`config.mk`:
```
export PLATFORM = sky130hd
export DESIGN_NAME = pipeline_control_irq_call
export DESIGN_NICKNAME = d
export VERILOG_FILES = /design/src/rtl/pipeline_control_irq_call.sv
export SDC_FILE = /design/constraint.sdc
export NUM_CORES = 1
export LEC_CHECK = 0
export ABC_CLOCK_PERIOD_IN_PS = 4200
export CORE_UTILIZATION = 45
export DETAILED_ROUTE_END_ITERATION = 16
export PLACE_DENSITY = 0.83
export SLEW_MARGIN = 5
export SYNTH_ARGS = -nofsm -noshare
export SYNTH_HDL_FRONTEND = slang
export SYNTH_SLANG_ARGS = --single-unit
```
`constraint.sdc`:
```
create_clock -name iCLOCK -period 4.2 [get_ports iCLOCK]
set_input_delay 0.84 -clock iCLOCK [delete_from_list [all_inputs] [get_ports iCLOCK]]
set_output_delay 0.84 -clock iCLOCK [all_outputs]
set_load 0.005 [all_outputs]
```
`src/rtl/pipeline_control_irq_call.sv`:
```
// Interrupt-entry sequencer: saves the interrupted PC/PSR, fetches the 8-byte
// IDT entry for the interrupt number and redirects fetch to the handler or faults.
module pipeline_control_irq_call (
    input  logic        iCLOCK,
    input  logic        inRESET,
    input  logic        iRESET_SYNC,
    input  logic        iCALL_START,
    input  logic [6:0]  iCALL_IRQ_NUM,
    input  logic [31:0] iCALL_PC,
    input  logic [31:0] iCALL_PSR,
    input  logic [31:0] iSYSREG_IDTR,
    output logic        oLDST_REQ,
    output logic [31:0] oLDST_ADDR,
    input  logic        iLDST_BUSY,
    input  logic        iLDST_VALID,
    input  logic [31:0] iLDST_DATA,
    output logic        oPPCR_WR,
    output logic [31:0] oPPCR_DATA,
    output logic        oPPSR_WR,
    output logic [31:0] oPPSR_DATA,
    output logic        oPC_SET,
    output logic [31:0] oPC_DATA,
    output logic        oFAULT,
    output logic        oBUSY,
    output logic        oFINISH
);

    typedef enum logic [2:0] {
        ST_IDLE      = 3'd0,
        ST_SAVE      = 3'd1,
        ST_FLAG_REQ  = 3'd2,
        ST_FLAG_WAIT = 3'd3,
        ST_HDL_REQ   = 3'd4,
        ST_HDL_WAIT  = 3'd5,
        ST_DONE      = 3'd6,
        ST_FAULT     = 3'd7
    } state_t;

    state_t      state_reg, state_next;
    logic [6:0]  num_reg;
    logic [31:0] pc_reg;
    logic [31:0] psr_reg;
    logic [31:0] idtr_reg;
    logic [31:0] handler_reg;
    logic [31:0] entry_addr;
    logic        unused_ldst_bit;

    // Bit 1 of the IDT words carries no meaning for entry.
    assign unused_ldst_bit = iLDST_DATA[1];

    always_ff @(posedge iCLOCK or negedge inRESET) begin
        if (!inRESET) begin
            state_reg <= ST_IDLE;
        end else begin
            state_reg <= state_next;
        end
    end

    always_comb begin
        state_next = state_reg;
        if (iRESET_SYNC) begin
            state_next = ST_IDLE;
        end else begin
            case (state_reg)
                ST_IDLE:      if (iCALL_START) state_next = ST_SAVE;
                ST_SAVE:      state_next = ST_FLAG_REQ;
                ST_FLAG_REQ:  if (!iLDST_BUSY) state_next = ST_FLAG_WAIT;
                ST_FLAG_WAIT: if (iLDST_VALID) state_next = iLDST_DATA[0] ? ST_HDL_REQ : ST_FAULT;
                ST_HDL_REQ:   if (!iLDST_BUSY) state_next = ST_HDL_WAIT;
                ST_HDL_WAIT:  if (iLDST_VALID) state_next = ST_DONE;
                ST_DONE:      state_next = ST_IDLE;
                ST_FAULT:     state_next = ST_IDLE;
                default:      state_next = ST_IDLE;
            endcase
        end
    end

    always_ff @(posedge iCLOCK or negedge inRESET) begin
        if (!inRESET) begin
            num_reg     <= '0;
            pc_reg      <= '0;
            psr_reg     <= '0;
            idtr_reg    <= '0;
            handler_reg <= '0;
        end else if (iRESET_SYNC) begin
            num_reg     <= '0;
            pc_reg      <= '0;
            psr_reg     <= '0;
            idtr_reg    <= '0;
            handler_reg <= '0;
        end else begin
            if (state_reg == ST_IDLE && iCALL_START) begin
                num_reg  <= iCALL_IRQ_NUM;
                pc_reg   <= iCALL_PC;
                psr_reg  <= iCALL_PSR;
                idtr_reg <= iSYSREG_IDTR;
            end
            if (state_reg == ST_HDL_WAIT && iLDST_VALID) begin
                handler_reg <= {iLDST_DATA[31:2], 2'b00};
            end
        end
    end

    // Entry base wraps naturally in 32-bit arithmetic.
    assign entry_addr = idtr_reg + {22'd0, num_reg, 3'b000};

    always_comb begin
        oLDST_REQ  = (state_reg == ST_FLAG_REQ) || (state_reg == ST_HDL_REQ);
        oLDST_ADDR = '0;
        if (state_reg == ST_FLAG_REQ) begin
            oLDST_ADDR = entry_addr;
        end else if (state_reg == ST_HDL_REQ) begin
            oLDST_ADDR = entry_addr + 32'd4;
        end
        oPPCR_WR   = (state_reg == ST_SAVE);
        oPPCR_DATA = (state_reg == ST_SAVE) ? pc_reg : '0;
        oPPSR_WR   = (state_reg == ST_SAVE);
        oPPSR_DATA = (state_reg == ST_SAVE) ? psr_reg : '0;
        oPC_SET    = (state_reg == ST_DONE);
        oPC_DATA   = (state_reg == ST_DONE) ? handler_reg : '0;
        oFAULT     = (state_reg == ST_FAULT);
        oFINISH    = (state_reg == ST_DONE) || (state_reg == ST_FAULT);
        oBUSY      = (state_reg != ST_IDLE);
    end

endmodule

```
==> impl_metrics.ini <==
[synth]
synth.most_common_cell = nand2_1
synth_cells = 999
synth_commonest_cells = nand2_1, a21oi_1, dfrtp_1
synth_area_sq_mm = 0.008031
yosys.cell_types.count = 73
ys.flop_type = dfrtp_1
yosys.area.top_type_share = 0.4237
synth_edf_count = 0
ys_seq_elements = 136
synth.area.top_cells = dfrtp_1, nand2_1, a21oi_1, and2_1, clkbuf_1
ys_seq_area_frac = 0.4237
yosys.area.top_type = dfrtp_1
ys_warn_count = 0
syn_avg_cell_area_sq_um = 8.039
async_reset_ff_frac = 1.000

[clock_tree]
cts_sinks = 136
cts-root-buf = clkbuf_16
cts.reportedPaths.clkPinSlew_ps = 60
cts_buffers = 17
clk_path_buf_depth = 2
htreeDepth = 4
clock_latency_ps = 420
cts_tree = yes
ctsHoldBuffers = 0

[floorplan]
coreArea_sq_mm = 0.01736
die_w_um = 135.6
start_util = 0.4627
rows = 48
die-area_sq_mm = 0.01839
io_pins = 276
die_h_um = 135.6

[place]
place_congestion = 0.9242
hpwl_um = 17570
dpl_cell_area_sq_mm = 0.01144
io_buffers = 272
dp_slack_ps = -416.4

[detailed_routing]
first_pass_iters = 5
vias = 8493
via_per_inst = 5.403
detail_route.wl_per_cell_um = 16.82
wirelength_um = 26440
postRouteAntennaNets = 0
drt-initial-drc-count = 642
remaining_drc_errors = 0

[sta]
fin_ws_ps = -288.1
hold_violations = 0
worst_slew_pin_slew_ps = 1147
rsz0062_at_grt = true
finalCriticalPeriod_ps = 4488
drv_slew = 0
setup-violations-final = 17
relSlewSlack = 0.2353
fmax_mhz = 222.8
finClkSkew_ps = 12.47
period_share = 1.069

[grt]
grt_pass1_wl_um = 41150
grt_start_max_net_pins = 104
grt-ovfl-total = 0
antenna_found_initial = 0
grt_pass1_vias = 8317
track_usage = 0.2852

[final_layout]
nets = 1484
synthToLayoutAreaGrowth_pct = 55.73
antennaDiodeCount = 0
fillers = 1283
fin_area_sq_mm = 0.01251
seq_area_sq_mm = 0.003403
multiInputGateArea_sq_mm = 0.004711
drive_gt1_frac = 0.1804

[setup_path]
cpPeakStageDelay_ps = 560
cp.required_ps = 3360
end_kind = output pin
worstSetupStartpointType = register
cpMaxStageDelayCell = or4_4
path_class = reg2out
path_cells = ha_4 > nor2_2 > o31ai_4 > buf_6 > o211ai_4 > or3_1 > a211o_1 > or4_4 > or4b_1 > nand3_1 > buf_2
r2r_cells = 5
cp.arrival_ps = 3650
crit_fanout = 4

[run_status]
status = complete, but fails checks
violations = setup timing

[pwr]
ir_worst_vdd_mv = 0.4475
power_leakage_nw = 5.145
power_mw = 4.187
pwr_density_cell_mw_per_mm2 = 334.8

[hold_path]
hp-class = in2async

[run]
cap_violations = 0
worst max-delay path: cells and delay by family (launching register included):
| family | cells | cell delay [ps] |
|---|---|---|
| and+or+nand+nor | 5 | 1550 |
| DFF | 1 | 420 |
| AOI/OAI and AO/OA | 3 | 710 |
| buffers and inverters | 2 | 280 |
| adders and majority gates | 1 | 300 |
metal layers:
metal | GRT usage | up-vias | routed length, um
met5 | 0 | - | 0
met4 | 0.09988 | 0 | 483
met3 | 0.09390 | 37 | 2214
met2 | 0.4932 | 345 | 13330
met1 | 0.3278 | 4052 | 10410
li1 | - | 4059 | -
cell type report:
class                           instances  share of cell area
Multi-Input combinational cell        788              0.3767
Timing Repair Buffer                  386              0.2811
Sequential cell                       136              0.2721
Clock buffer                           17             0.03401
Tap cell                              225             0.02251
Clock inverter                         15             0.01210
Inverter                                5            0.001501
worst paths after layout:
| check | from | end | slack (ps) |
|---|---|---|---|
| min in group iCLOCK | handler_reg[20]$_DFFE_PN0P_ | handler_reg[20]$_DFFE_PN0P_ | 510 |
| max in group asynchronous | inRESET | idtr_reg[4]$_DFFE_PN0P_ | 2830 |
| worst min register to register | handler_reg[20]$_DFFE_PN0P_ | handler_reg[20]$_DFFE_PN0P_ | 510 |
| worst max register to register | state_reg[0]$_DFFE_PN0P_ | idtr_reg[7]$_DFFE_PN0P_ | 1720 |
| worst min-delay path | inRESET | pc_reg[16]$_DFFE_PN0P_ | 480 |
| worst max-delay path | num_reg[2]$_DFFE_PN0P_ | oLDST_ADDR[31] | -290 |
logic make-up (layout without fill, tap and decap cells):
kind of cell | after synthesis | in the layout | share of synthesized area
and+or+nand+nor | 502 | 502 | 0.3018
DFF | 136 | 136 | 0.4237
other | 1 | 2 | 0.0004669
muxes | 1 | 1 | 0.001402
AOI/OAI and AO/OA | 240 | 240 | 0.1818
adders and majority gates | 9 | 9 | 0.01496
xor gates and xnor gates | 34 | 34 | 0.03708
buffers and inverters | 76 | 423 | 0.03879
layout by cell type (no fill, tap or decap), types with 8 or more instances in the layout:
master / netlist / layout
nand2_1: 293 / 291
clkdlybuf4s50_1: 0 / 248
a21oi_1: 145 / 141
dfrtp_1: 136 / 136
buf_4: 6 / 106
and2_1: 99 / 98
nor2_1: 20 / 18
xnor2_1: 19 / 18
buf_2: 3 / 18
nand3_1: 18 / 17
clkbuf_16: 0 / 17
o21ai_0: 18 / 14
xor2_1: 15 / 13
o22ai_1: 13 / 12
nor3_1: 10 / 10
buf_6: 0 / 10
o31a_1: 8 / 8
per-stage QoR:
step | hold slack (ps) | setup TNS (ps) | util | instances
5_1_grt | 532.1 | -5819 | 0.7206 | 1572
3_3_place_gp | 503.5 | -2439 | 0.6590 | 1516
3_5_place_dp | 509.8 | -3485 | 0.6590 | 1516
6_report | 475.3 | -2892 | 0.7206 | 1572
4_1_cts | 515.6 | -2004 | 0.7109 | 1563
2_1_floorplan | 495.7 | 0 | - | 1000
report_power, final:
group / switching (mW) / internal [mW] / leakage, nW
clock network: 0.590 / 0.875 / 0.280
registers: 0.0914 / 1.43 / 1.85
logic: 0.657 / 0.543 / 3.01
what timing repair did:
action / in CTS / in global routing
setup buffers: 15 / 10
pin swaps: 35 / 27
setup endpoints to repair: 22 / 21
gates resized for setup: 117 / 33
(Power assumes the default switching activity.)
